===== src/rtl/led_frame_buffer.sv =====
// Double-buffered 16x16 palette frame store feeding the WS2812 driver.
// Optional FB_AUTOCLEAR_EN: zero the new back buffer automatically after every swap.
module led_frame_buffer #(
  parameter logic [7:0]  BRIGHT    = 8'd4,
  parameter int unsigned CLEAR_LEN = 256
) (
  input  logic        clock,
  input  logic        reset,
  input  logic        wr_valid,
  output logic        wr_ready,
  input  logic [3:0]  wr_x,
  input  logic [3:0]  wr_y,
  input  logic [1:0]  wr_pix,
  input  logic        clear_req,
  input  logic        commit,
  input  logic        drv_busy,
  output logic        frame_start,
  input  logic [7:0]  rd_led,
  output logic [23:0] rd_color,
  output logic        front_sel
);

  typedef enum logic [1:0] {IDLE, CLEAR, WAIT_SWAP, SWAP} state_t;

  localparam logic [7:0] CLR_LAST = 8'(CLEAR_LEN - 1);

  state_t     state;
  logic [7:0] clr_ctr;
  logic       commit_pend;

  logic [1:0] mem_a [256];
  logic [1:0] mem_b [256];

  logic       mem_we;
  logic [7:0] mem_addr;
  logic [1:0] mem_data;
  logic [3:0] wr_col;
  logic [1:0] rd_pix;

  // Arrays are held in physical LED order: serpentine mapping is applied on
  // the write side, so the driver's read indexes the front array directly.
  assign wr_col = wr_y[0] ? wr_x : ~wr_x;

  always_comb begin
    mem_we   = 1'b0;
    mem_addr = {wr_y, wr_col};
    mem_data = wr_pix;
    if (state == IDLE && wr_valid && wr_ready) begin
      mem_we = 1'b1;
    end else if (state == CLEAR) begin
      mem_we   = 1'b1;
      mem_addr = clr_ctr;
      mem_data = '0;
    end
  end

  always_ff @(posedge clock) begin
    if (reset) begin
      mem_a <= '{default: '0};
      mem_b <= '{default: '0};
    end else if (mem_we) begin
      if (front_sel) mem_a[mem_addr] <= mem_data;
      else           mem_b[mem_addr] <= mem_data;
    end
  end

  assign rd_pix = front_sel ? mem_b[rd_led] : mem_a[rd_led];

  always_comb begin
    rd_color = '0;
    case (rd_pix)
      2'd1:    rd_color = {BRIGHT, BRIGHT, BRIGHT};
      2'd2:    rd_color = {BRIGHT, 8'h00, 8'h00};
      2'd3:    rd_color = {8'h00, BRIGHT, 8'h00};
      default: rd_color = '0;
    endcase
  end

  always_ff @(posedge clock) begin
    if (reset) begin
      state       <= IDLE;
      clr_ctr     <= '0;
      commit_pend <= 1'b0;
      wr_ready    <= 1'b0;
      frame_start <= 1'b0;
      front_sel   <= 1'b0;
    end else begin
      frame_start <= 1'b0;
      case (state)
        IDLE: begin
          wr_ready <= 1'b1;
          if (clear_req) begin
            state       <= CLEAR;
            clr_ctr     <= '0;
            commit_pend <= commit;
            wr_ready    <= 1'b0;
          end else if (commit) begin
            state    <= WAIT_SWAP;
            wr_ready <= 1'b0;
          end
        end
        CLEAR: begin
          clr_ctr <= clr_ctr + 8'd1;
          if (commit) commit_pend <= 1'b1;
          if (clr_ctr == CLR_LAST) begin
            commit_pend <= 1'b0;
            if (commit_pend || commit) begin
              state <= WAIT_SWAP;
            end else begin
              state    <= IDLE;
              wr_ready <= 1'b1;
            end
          end
        end
        WAIT_SWAP: begin
          if (!drv_busy) state <= SWAP;
        end
        SWAP: begin
          front_sel   <= ~front_sel;
          frame_start <= 1'b1;
`ifdef FB_AUTOCLEAR_EN
          state       <= CLEAR;
          clr_ctr     <= '0;
          commit_pend <= 1'b0;
`else
          state       <= IDLE;
          wr_ready    <= 1'b1;
`endif
        end
        default: state <= IDLE;
      endcase
    end
  end

endmodule


===== config.mk =====
export PLATFORM = sky130hd
export DESIGN_NAME = led_frame_buffer
export DESIGN_NICKNAME = d
export VERILOG_FILES = /design/src/rtl/led_frame_buffer.sv
export SDC_FILE = /design/constraint.sdc
export NUM_CORES = 2
export LEC_CHECK = 0
export ABC_AREA = 1
export CAP_MARGIN = 5
export CORE_ASPECT_RATIO = 1.75
export CORE_MARGIN = 2
export CORE_UTILIZATION = 40
export CTS_BUF_LIST = sky130_fd_sc_hd__clkbuf_4 sky130_fd_sc_hd__clkbuf_8
export DETAILED_ROUTE_END_ITERATION = 8
export HOLD_SLACK_MARGIN = 0.03
export PLACE_DENSITY_LB_ADDON = 0.08
export RECOVER_POWER = 25
export SETUP_SLACK_MARGIN = 0.02
export SLEW_MARGIN = 10
export SYNTH_ARGS = -nofsm -noshare
export SYNTH_HDL_FRONTEND = slang
export SYNTH_SLANG_ARGS = --single-unit

===== constraint.sdc =====
create_clock -name clock -period 2.35 [get_ports clock]
set_clock_uncertainty 0.05 [all_clocks]
set_input_delay 0.235 -clock clock [delete_from_list [all_inputs] [get_ports clock]]
set_output_delay 0.235 -clock clock [all_outputs]
set_load 0.005 [all_outputs]

==> metrics.csv <==
stage,metric,value,unit
run_status,status,"complete, but fails checks",
run_status,failing checks,negative setup slack,
drt,remaining antenna violation count after routing,0,
global_routing,GRT Resource Usage Total,0.315,
cells_and_area,sequential cell area,20900,µm²
logic_synthesis,unique cell type count in the Yosys netlist,31,
cells_and_area,number of filler cells placed in the layout,10900,
power,Pint,34.8,mW
floorplanning,height of the chip,457,µm
logic_synthesis,synthesized instance count,6672,
placed_design,HPWL after detailed placement,123000,µm
logic_synthesis,proportion of synthesized flip-flops having asynchronous set or reset,0,
logic_synthesis,largest area contributor in the netlist,sky130_fd_sc_hd__dfxtp_1,
critical_path,cell-by-cell trace of the critical path,nand2_1 > nand3_1 > nand3_1 > nand3_1 > nand3_2 > nand3_2 > buf_6 > nand3_1 > nand2_2 > nand2_2 > nand3_2 > nand2_4 > ha_4 > inv_2 > buf_2,
floorplanning,number of top-level design ports,51,
cells_and_area,"leading cell type in the layout, fill and taps excluded",sky130_fd_sc_hd__nand2_1,
floorplanning,number of placement rows,166,
logic_synthesis,Synth top area share,0.444,
clock_network,maximum buffer depth of the clock tree,3,
cells_and_area,proportion of layout cells with a drive suffix above 1,0.279,
drt,via count of the routed design,49900,
critical_path,Worst Setup Start Kind,flip-flop,
critical_path,combined buffer and inverter count along the critical path,3,
global_routing,vias in the first global route,48300,
drt,remaining design rule violation count,0,
sta,share of the clock period used by the worst path after layout,1.30,
logic_synthesis,sequential area share after synthesis,0.444,
cells_and_area,Final Instance Area,64700,µm²
placed_design,number of port buffers,29,
logic_synthesis,count of flip-flops with a built-in enable after synthesis,0,
logic_synthesis,cell area after synthesis,46800,µm²
sta,Fmax achieved,327,MHz
job,max_cap viols,0,
logic_synthesis,mean area per synthesized cell,7.01,µm²
clock_network,CTS H-Tree Depth,4,
clock_network,Clock Latency Late Sink,0.90,ns
critical_path,arrival time reported for the critical path endpoint,2.77,ns
power,share of total power consumed by net switching,0.386,
power,part of the power in the clock network,0.292,
power,highest ir drop seen on vdd,849,µV
power,power dissipated by switching net loads,21.9,mW
cells_and_area,utilization after layout,0.556,
sta,remaining max-slew budget at the tightest pin,0.614,
clock_network,number of sinks handled by clock tree synthesis,1038,
clock_network,root buffer selected by CTS,sky130_fd_sc_hd__clkbuf_8,
logic_synthesis,count of state elements after synthesis,1038,
logic_synthesis,cell types occupying the most area after synthesis,"sky130_fd_sc_hd__dfxtp_1, sky130_fd_sc_hd__nand3_1, sky130_fd_sc_hd__a21oi_1",
drt,Detailed Routing Iterations Pass 1,5,
power,cell leakage power,25.8,nW
clock_network,clock tree from TritonCTS,yes,
cells_and_area,Syn-to-layout area delta,38.3,%
cells_and_area,area of the multi-input gates,28000,µm²
global_routing,final global-route overflow total,0,
power,Design Power,56.7,mW
min_path,worst hold path class,primary input to flip-flop,
critical_path,Max stage delay on crit path,0.36,ns
sta,min cycle time layout,3.06,ns
placed_design,"worst slack, placed",-1.19,ns
sta,setup repair after global routing missed its margin,true,
critical_path,cell with the largest stage delay on the worst path,sky130_fd_sc_hd__dfxtp_1,
drt,Wirelength per Cell,22.4,µm
global_routing,largest net degree at the start of global routing,106,
logic_synthesis,Syn. warnings,0,
power,share of power burned in combinational logic,0.394,
critical_path,largest fanout of any net on the critical path,2,
drt,starting DRC count in detailed routing,3763,
global_routing,global-route wire length before repair,292000,µm
global_routing,antenna violations before repair,2,
floorplanning,horizontal die dimension,263,µm
sta,post-route setup slack,-0.709,ns
floorplanning,CORE AREA,117000,µm²
sta,worst slew pin tran,0.578,ns
floorplanning,Total Die Area,120000,µm²
floorplanning,starting density of the core,0.402,
critical_path,"Req. time, crit path",2.07,ns
critical_path,start-to-end type of the worst setup path,flip-flop to primary output,
clock_network,total clock buffers created by CTS,160,
sta,final hold viol count,0,
drt,Routed Wire Length,194000,µm
sta,final number of max-transition violations,0,
cells_and_area,highest-count cells in the layout ignoring fill and taps,"sky130_fd_sc_hd__nand2_1, sky130_fd_sc_hd__a21oi_1, sky130_fd_sc_hd__dfxtp_1",
critical_path,Worst path most repeated cell,sky130_fd_sc_hd__nand3_1,
sta,setup total negative slack,-26.45,ns
power,proportion of power drawn by flip-flops and latches,0.315,
cells_and_area,Post-layout nets,7084,
critical_path,Worst setup EP type,primary output,
drt,mean number of vias per cell,5.74,
sta,endpoints failing setup,494,
placed_design,area post-placement,53400,µm²
power,PwrDens,876,nW/µm²
placed_design,Routability Congestion,0.885,
critical_path,kind of cell with the highest combined delay on the critical path,simple AND/OR/NAND/NOR gates,
clock_network,clock slew at reported path FFs,0.07,ns
logic_synthesis,dominant synthesized flop cell,sky130_fd_sc_hd__dfxtp_1,
==> cell usage after synthesis (4+ instances only) <==
master,number
sky130_fd_sc_hd__buf_1,68
sky130_fd_sc_hd__nand2_2,6
sky130_fd_sc_hd__nor2_4,8
sky130_fd_sc_hd__nor2_1,263
sky130_fd_sc_hd__inv_1,139
sky130_fd_sc_hd__nor3_1,105
sky130_fd_sc_hd__nand2_1,1211
sky130_fd_sc_hd__buf_2,39
sky130_fd_sc_hd__dfxtp_1,1038
sky130_fd_sc_hd__clkinv_1,8
sky130_fd_sc_hd__nand3_1,1113
sky130_fd_sc_hd__xor2_1,4
sky130_fd_sc_hd__nor3_2,62
sky130_fd_sc_hd__nor2_2,11
sky130_fd_sc_hd__buf_4,25
sky130_fd_sc_hd__clkbuf_1,450
sky130_fd_sc_hd__inv_2,29
sky130_fd_sc_hd__o21ai_0,1028
sky130_fd_sc_hd__o21ai_1,13
sky130_fd_sc_hd__a21oi_1,1036
==> per-layer routing <==
metal,share of wire,global-route usage,routed length (µm)
met5,0.000067,0,13
met2,0.49,0.539,94400
met1,0.39,0.367,75700
met3,0.058,0.0507,11300
met4,0.067,0.201,13000
==> area by class of cell <==
type                    instances  share of cell area
diodes                          1           0.0000387
multi-input cells            4896               0.432
repair buffers                782               0.149
clock inverters                28             0.00437
repair inverters                4            0.000445
clock buffers                 251              0.0483
inverters                     176              0.0137
flip-flops and latches       1038               0.322
well taps                    1512              0.0292
==> metrics by stage <==
step                instances  hold WS (ns)
floorplan                6692         0.348
global placement         8233         0.419
detailed placement       8233         0.419
CTS                      8628        0.0358
global route             8688         0.128
finish                   8688         0.132
==> sequential cells by signal (all words and copies together), names as in the netlist <==
name and count:
mem_a 512, mem_b 512, clr_ctr 8, state 2
commit_pend 1, frame_start 1, front_sel 1, wr_ready 1
==> power by group through the flow <==
stage / combinational [mW] / sequential [mW] / clock, mW
floorplan: 5.74 / 18.2 / 0
CTS: 20.4 / 17.8 / 16.9
global route: 22.8 / 17.8 / 17.6
finish: 22.3 / 17.8 / 16.5
detailed placement: 14.7 / 18.2 / 0
global placement: 14.7 / 18.2 / 0
==> final timing paths <==
| check | startpoint | slack, ns | cells after the start | end |
|---|---|---|---|---|
| setup reg to reg | state[0] | -0.18 | 15 | mem_b[104] |
| hold reg to reg | clr_ctr[7] | 0.43 | 2 | clr_ctr[7] |
| setup / recovery | mem_b[423] | -0.71 | 15 | rd_color[18] |
| hold / removal | wr_pix[0] | 0.13 | 3 | mem_a[412] |
==> what timing repair did <==
item,in CTS,in global routing
cloned,23,1
endpoints found under the hold margin,7,0
gates resized for setup,1104,598
buffers inserted,96,68
endpoints found under the setup margin,899,1024
pin swaps,189,146
hold buffers,4,0
==> cell families (layout without fill, tap and decap cells) <==
family,count (synthesis),count (layout),synth area share
adders and majority gates,2,2,0.000535
muxes,1,1,0.000481
xor gates and xnor gates,4,4,0.000748
and+or+nand+nor,2779,2779,0.266
DFF,1038,1038,0.444
AOI/OAI and AO/OA,2089,2089,0.224
other,1,22,0.0000801
buffers and inverters,758,1241,0.0638
==> tightest hold or removal path, stage by stage <==
cell and delay [ns]:
sky130_fd_sc_hd__clkdlybuf4s50_1 0.45, sky130_fd_sc_hd__nand2_4 0.26, sky130_fd_sc_hd__a21oi_1 0.10
Note: power is estimated with default switching activity, not from simulation.
